**src/rtl/alu_pkg.sv**
```systemverilog
// alu_pkg: shared types for the bit-serial ALU sequencer.
//   alu_op_t     3-bit ALU op code (001 and 111 are unused/illegal)
//   seq_state_t  sequencer FSM states
//   alu_flags_t  {n, z, c, v} result flags
//   is_legal_op  1 when a raw 3-bit code maps to a supported op
//   is_arith_op  1 for ADD/SUB, the only ops where carry/overflow mean anything
package alu_pkg;

  typedef enum logic [2:0] {
    OP_PASS_B = 3'b000,
    OP_ADD    = 3'b010,
    OP_SUB    = 3'b011,
    OP_AND    = 3'b100,
    OP_OR     = 3'b101,
    OP_XOR    = 3'b110
  } alu_op_t;

  typedef enum logic [1:0] {
    IDLE = 2'd0,
    RUN  = 2'd1,
    DONE = 2'd2
  } seq_state_t;

  typedef struct packed {
    logic n;
    logic z;
    logic c;
    logic v;
  } alu_flags_t;

  function automatic logic is_legal_op(input logic [2:0] op);
    return !((op == 3'b001) || (op == 3'b111));
  endfunction

  function automatic logic is_arith_op(input alu_op_t op);
    return (op == OP_ADD) || (op == OP_SUB);
  endfunction

endpackage

```
**src/rtl/alu_serial_seq_slice.sv**
```systemverilog
// alu_serial_seq_slice: single-bit ALU cell shared by the serial sequencer.
// Ports:
//   a, b  operand bits
//   ci    carry in (only meaningful for ADD/SUB)
//   sel   op code (alu_pkg::alu_op_t)
//   y     result bit
//   co    carry out; forced to 0 for non-arithmetic ops
module alu_serial_seq_slice
  import alu_pkg::*;
(
  input  logic    a,
  input  logic    b,
  input  logic    ci,
  input  alu_op_t sel,
  output logic    y,
  output logic    co
);

  logic b_eff;
  logic sum;

  always_comb begin
    // SUB is A + ~B + 1: invert B here, the +1 comes from the seeded carry.
    b_eff = (sel == OP_SUB) ? ~b : b;
    sum   = a ^ b_eff ^ ci;
    y     = 1'b0;
    co    = 1'b0;
    case (sel)
      OP_PASS_B: y = b;
      OP_ADD,
      OP_SUB: begin
        y  = sum;
        co = (a & b_eff) | (a & ci) | (b_eff & ci);
      end
      OP_AND:    y = a & b;
      OP_OR:     y = a | b;
      OP_XOR:    y = a ^ b;
      default:   y = 1'b0;
    endcase
  end

endmodule

```
**src/rtl/alu_serial_seq.sv**
```systemverilog
// alu_serial_seq: runs WIDTH-bit ALU ops bit-serially (LSB first) through
// one shared 1-bit slice, carrying the carry between bits in a flop.
// Optional build macro: ALU_SEQ_EARLY_TERM_EN -- logic ops (PASS_B/AND/OR/XOR)
// use 4 slices and finish in WIDTH/4+1 cycles; ADD/SUB stay 1 bit/cycle.
// Ports:
//   clk      rising-edge clock
//   reset    synchronous, active-low; clears all state
//   start    request, accepted only while ready=1
//   op_sel   op code, latched on accept
//   a_in     operand A, latched on accept
//   b_in     operand B, latched on accept
//   ready    can accept start this cycle (IDLE or DONE)
//   done     1-cycle pulse, result/flags valid
//   err      with done: op_sel was illegal
//   result   result, held from done until the next accept
//   flags    {N,Z,C,V}, held with result
module alu_serial_seq
  import alu_pkg::*;
#(
  parameter int WIDTH = 64,
  parameter int CNT_W = $clog2(WIDTH)
) (
  input  logic             clk,
  input  logic             reset,
  input  logic             start,
  input  logic [2:0]       op_sel,
  input  logic [WIDTH-1:0] a_in,
  input  logic [WIDTH-1:0] b_in,
  output logic             ready,
  output logic             done,
  output logic             err,
  output logic [WIDTH-1:0] result,
  output logic [3:0]       flags
);

`ifdef ALU_SEQ_EARLY_TERM_EN
  localparam int LANES = 4;
`else
  localparam int LANES = 1;
`endif

  seq_state_t       state_q, state_d;
  logic [CNT_W-1:0] cnt_q, cnt_d;
  logic             carry_q, carry_d;
  logic [WIDTH-1:0] a_q, a_d;
  logic [WIDTH-1:0] b_q, b_d;
  alu_op_t          op_q, op_d;
  logic [WIDTH-1:0] res_q, res_d;
  logic             nz_q, nz_d;
  alu_flags_t       flags_q, flags_d;
  logic             err_q, err_d;

  logic [LANES-1:0] lane_y;
  logic [LANES-1:0] lane_co;
  logic             fast;
  logic             last_step;
  logic             step_nz;

  // Operands are shifted right each step, so lane k always sees bit i+k.
  // Only lane 0 takes the real carry; the extra lanes serve logic ops only.
  for (genvar k = 0; k < LANES; k++) begin : g_lane
    alu_serial_seq_slice u_slice (
      .a  (a_q[k]),
      .b  (b_q[k]),
      .ci ((k == 0) ? carry_q : 1'b0),
      .sel(op_q),
      .y  (lane_y[k]),
      .co (lane_co[k])
    );
  end

  always_comb begin
    fast = 1'b0;
`ifdef ALU_SEQ_EARLY_TERM_EN
    fast = !is_arith_op(op_q);
`endif
    last_step = fast ? (cnt_q == CNT_W'(WIDTH / 4 - 1))
                     : (cnt_q == CNT_W'(WIDTH - 1));
  end

  always_comb begin
    state_d = state_q;
    cnt_d   = cnt_q;
    carry_d = carry_q;
    a_d     = a_q;
    b_d     = b_q;
    op_d    = op_q;
    res_d   = res_q;
    nz_d    = nz_q;
    flags_d = flags_q;
    err_d   = err_q;
    step_nz = 1'b0;

    case (state_q)
      IDLE, DONE: begin
        state_d = IDLE;
        if (start) begin
          cnt_d   = '0;
          res_d   = '0;
          nz_d    = 1'b0;
          flags_d = '0;
          if (is_legal_op(op_sel)) begin
            state_d = RUN;
            a_d     = a_in;
            b_d     = b_in;
            op_d    = alu_op_t'(op_sel);
            carry_d = (op_sel == OP_SUB);
            err_d   = 1'b0;
          end else begin
            // Illegal op short-circuits to DONE without touching the slice.
            state_d = DONE;
            carry_d = 1'b0;
            err_d   = 1'b1;
          end
        end
      end

      RUN: begin
`ifdef ALU_SEQ_EARLY_TERM_EN
        if (fast) begin
          res_d   = {lane_y, res_q[WIDTH-1:4]};
          a_d     = a_q >> 4;
          b_d     = b_q >> 4;
          step_nz = |lane_y;
        end else
`endif
        begin
          res_d   = {lane_y[0], res_q[WIDTH-1:1]};
          a_d     = a_q >> 1;
          b_d     = b_q >> 1;
          step_nz = lane_y[0];
        end
        carry_d = lane_co[0];
        nz_d    = nz_q | step_nz;
        cnt_d   = cnt_q + CNT_W'(1);
        if (last_step) begin
          state_d   = DONE;
          cnt_d     = '0;
          flags_d.n = res_d[WIDTH-1];
          flags_d.z = ~(nz_q | step_nz);
          // carry_q is the carry into the MSB on the final step.
          flags_d.c = is_arith_op(op_q) & lane_co[0];
          flags_d.v = is_arith_op(op_q) & (carry_q ^ lane_co[0]);
        end
      end

      default: state_d = IDLE;
    endcase
  end

  always_ff @(posedge clk) begin
    if (!reset) begin
      state_q <= IDLE;
      cnt_q   <= '0;
      carry_q <= 1'b0;
      a_q     <= '0;
      b_q     <= '0;
      op_q    <= OP_PASS_B;
      res_q   <= '0;
      nz_q    <= 1'b0;
      flags_q <= '0;
      err_q   <= 1'b0;
    end else begin
      state_q <= state_d;
      cnt_q   <= cnt_d;
      carry_q <= carry_d;
      a_q     <= a_d;
      b_q     <= b_d;
      op_q    <= op_d;
      res_q   <= res_d;
      nz_q    <= nz_d;
      flags_q <= flags_d;
      err_q   <= err_d;
    end
  end

  assign ready  = (state_q != RUN);
  assign done   = (state_q == DONE);
  assign err    = done & err_q;
  assign result = res_q;
  assign flags  = flags_q;

endmodule

```
**config.mk**
```make
export PLATFORM = sky130hd
export DESIGN_NAME = alu_serial_seq
export DESIGN_NICKNAME = d
export VERILOG_FILES = /design/src/rtl/alu_pkg.sv /design/src/rtl/alu_serial_seq_slice.sv /design/src/rtl/alu_serial_seq.sv
export SDC_FILE = /design/constraint.sdc
export NUM_CORES = 1
export LEC_CHECK = 0
export BUFFER_PORTS_ARGS = -buffer_cell sky130_fd_sc_hd__buf_2
export CORE_MARGIN = 4
export CORE_UTILIZATION = 53
export CTS_CLUSTER_SIZE = 25
export DETAILED_ROUTE_END_ITERATION = 10
export PLACE_DENSITY = 0.89
export SYNTH_ARGS = -nofsm -noshare
export SYNTH_HDL_FRONTEND = slang
export SYNTH_HIERARCHICAL = 1
export SYNTH_SLANG_ARGS = --single-unit
```
**constraint.sdc**
```tcl
create_clock -name clk -period 2.5 [get_ports clk]
set_input_delay 0.5 -clock clk [delete_from_list [all_inputs] [get_ports clk]]
set_output_delay 0.5 -clock clk [all_outputs]
set_load 0.005 [all_outputs]
```
==> impl_metrics.json <==
{
  "reg2reg_from": "op_q[1]",
  "placed_area_um2": 9410,
  "hold_viol_final": 0,
  "post-cts-setup-buffer-count": 0,
  "cts-root-buf": "clkbuf_16",
  "crit_family": "buffers and inverters",
  "fp.dieH_um": 133,
  "rows": 45,
  "clock-sinks": 210,
  "areaGrowthSynthToFinish_pct": 22.3,
  "required_ns": 2.00,
  "ant_nets": 0,
  "start_util": 0.544,
  "skew_ns": 0.00792,
  "drt-wirelength-per-cell_um": 14.8,
  "power_leakage_nw": 4.14,
  "slowest_delay_ns": 0.38,
  "fin_area_um2": 10100,
  "yosysSeqAreaShare": 0.507,
  "vias": 7925,
  "syn_area_um2": 8290,
  "path_max_fanout": 88,
  "grt_max_degree": 115,
  "critPathKind": "reg -> out",
  "status": "completed",
  "drc": 0,
  "drive_gt1_frac": 0.222,
  "reg2reg_depth": 7,
  "firstDrtPassIters": 5,
  "grt_usage": 0.220,
  "irDropWorstVdd_mv": 0.524,
  "fin_crit_sh": 0.913,
  "synthDistinctLibCells": 42,
  "core-area_um2": 15300,
  "yosys.area.top_type": "dfxtp_1",
  "antennaDiodeCount": 0,
  "cts_tree": "yes",
  "worstReg2RegEnd": "flags[2]",
  "path_cells": "nor2b_4, inv_6, buf_2",
  "holdCritStartpoint": "b_in[20]",
  "grt_antenna_before_repair": 0,
  "cts_resized": 0,
  "crit_arrival_ns": 1.78,
  "drt-vias-per-instance": 5.64,
  "postSynthAreaPerCell_um2": 8.03,
  "slew_headroom": 0.579,
  "fin_crit_ns": 2.28,
  "synth_top_area_frac": 0.507,
  "grt_pass1_vias": 7178,
  "p_total_mw": 7.92,
  "netlist_top_cells_area": "dfxtp_1 (51%), nand2_1 (12%), a31oi_1 (9.7%), o21ai_0 (7.1%), a22oi_1 (5.9%)",
  "synth_nets": 1171,
  "hp-class": "in -> reg",
  "tns_ns": 0,
  "rsz0062_at_grt": "false",
  "die_w_um": 133,
  "critPathBufInv": 2,
  "min_to": "b_q[20]",
  "cts_hold_buf": 0,
  "overflow": 0,
  "cts_made_buffers": 22,
  "setup_viol": 0,
  "hpwl_um": 13200,
  "yosysWarnings": 6,
  "grt_pass1_wl_um": 33800,
  "die-area_um2": 17700,
  "finalMaxSlewViolations": 0,
  "first_iter_violations": 574,
  "clock.fmax_ghz": 0.438,
  "slowest_stage": "dfxtp_1",
  "start_kind": "flip-flop",
  "worst_slew_pin_slew_ns": 0.632,
  "cp-end-kind": "primary output",
  "clock_path_buffers": 3,
  "fill_cells": 1233,
  "clk_latency_ns": 0.49,
  "maxCapViolations": 0,
  "gp_congestion": 0.798,
  "wl_um": 20800,
  "htree_num_levels": 1,
  "num_io_pins": 205,
  "power_density_nw_per_um2": 781,
  "hold_path_depth": 3,
  "synthCells": 1033,
  "r2r_slack_ns": 0.54,
  "cts.clk_slew.worst_paths_ns": 0.06,
  "nets": 1318,
  "ys_ff_latch": 210,
  "io_buffers": 204
}
[worst min-delay path, cell delays in order]
cell     delay, ns
buf_2         0.09
nand2_1       0.05
a31oi_1       0.07
[registers in the layout (all words and copies together), names as in the netlist]
signal and cells:
a_q 64, b_q 64, result 64, cnt_q 6
flags 4, op_q 3, state_q 2, carry_q 1
err_q 1, nz_q 1
[synthesized netlist by cell type, drive strengths merged]
cell type / number
a21o: 1
a21oi: 12
a221oi: 1
a22oi: 65
a2bb2oi: 1
a311oi: 1
a31oi: 129
and2: 1
and3: 1
and3b: 1
buf: 37
clkbuf: 58
dfxtp: 210
fa: 1
ha: 3
inv: 4
mux2i: 2
nand2: 276
nand2b: 4
nand3: 4
nand3b: 2
nand4: 2
nor2: 72
nor2b: 4
nor3: 3
nor4b: 1
o211a: 1
o21ai: 130
o221a: 1
o22ai: 1
o41ai: 1
xnor2: 2
xor2: 1
[worst max-delay path by stage]
stage	start	endpoint	slack [ns]	cells after the start
3_5_place_dp	start	a_q[23]	0.49	6
4_1_cts	state_q[0]	ready	0.23	3
2_1_floorplan	op_q[1]	flags[2]	0.70	7
5_1_grt	state_q[0]	ready	0.13	3
3_3_place_gp	op_q[1]	flags[2]	0.61	7
6_report	state_q[0]	ready	0.22	3
[final cells by class]
class | instances | area [um2] | share of cell area
Tap cell | 211 | 264 | 0.0260
Clock inverter | 7 | 60.1 | 0.00592
Clock buffer | 32 | 669 | 0.0660
Multi-Input combinational cell | 724 | 3680 | 0.363
Inverter | 4 | 20.0 | 0.00197
Sequential cell | 210 | 4200 | 0.415
Timing Repair Buffer | 218 | 1240 | 0.122
[cell families after synthesis]
family | Yosys count | synth area share
adder cells (fa/ha/maj) | 4 | 0.00694
XOR/XNOR | 3 | 0.00407
AO/OA/AOI/OAI | 344 | 0.252
AND/OR/NAND/NOR | 371 | 0.176
flip-flops | 210 | 0.507
multiplexers | 2 | 0.00241
buffers and inverters | 99 | 0.0513
[per-layer routing]
layer / global-route usage / vias to the layer above / wire (um)
li1: - / 3896 / -
met5: 0 / - / 0
met1: 0.301 / 3684 / 8890
met4: 0.0566 / 0 / 496
met2: 0.361 / 300 / 9980
met3: 0.0389 / 45 / 1390
[metrics by stage]
step / instances / util / hold WS (ns) / worst slack, ns
after floorplan: 1033 / - / 0.425 / 0.699
after detailed placement: 1367 / 0.617 / 0.447 / 0.493
after CTS: 1406 / 0.665 / 0.242 / 0.234
final: 1406 / 0.665 / 0.265 / 0.218
after global placement: 1367 / 0.617 / 0.442 / 0.608
after global routing: 1406 / 0.665 / 0.253 / 0.126
[power breakdown]
part	leakage (nW)	total, mW	switching (mW)	internal [mW]
logic	2.05	0.965	0.605	0.360
registers	1.72	3.72	0.125	3.60
clock network	0.368	3.23	1.28	1.95
total	4.14	7.92	2.01	5.91
[placed cells by master (no fill, tap or decap), types with 2 or more instances in the layout]
| master | count |
|---|---|
| nor3_1 | 3 |
| a21oi_1 | 11 |
| a31oi_1 | 128 |
| nand2_1 | 276 |
| nand3_1 | 4 |
| nand2b_1 | 4 |
| nor2_1 | 71 |
| ha_1 | 3 |
| nand3b_1 | 2 |
| inv_1 | 2 |
| clkbuf_1 | 3 |
| dfxtp_1 | 210 |
| buf_2 | 203 |
| clkbuf_16 | 23 |
| clkinv_2 | 6 |
| nor2b_1 | 3 |
| clkbuf_8 | 6 |
| o21ai_0 | 117 |
| nand4_1 | 2 |
| o21ai_1 | 13 |
| a22oi_1 | 65 |
| buf_12 | 9 |
| buf_4 | 6 |
| mux2i_1 | 2 |
Power figures use the tool's default switching activity.
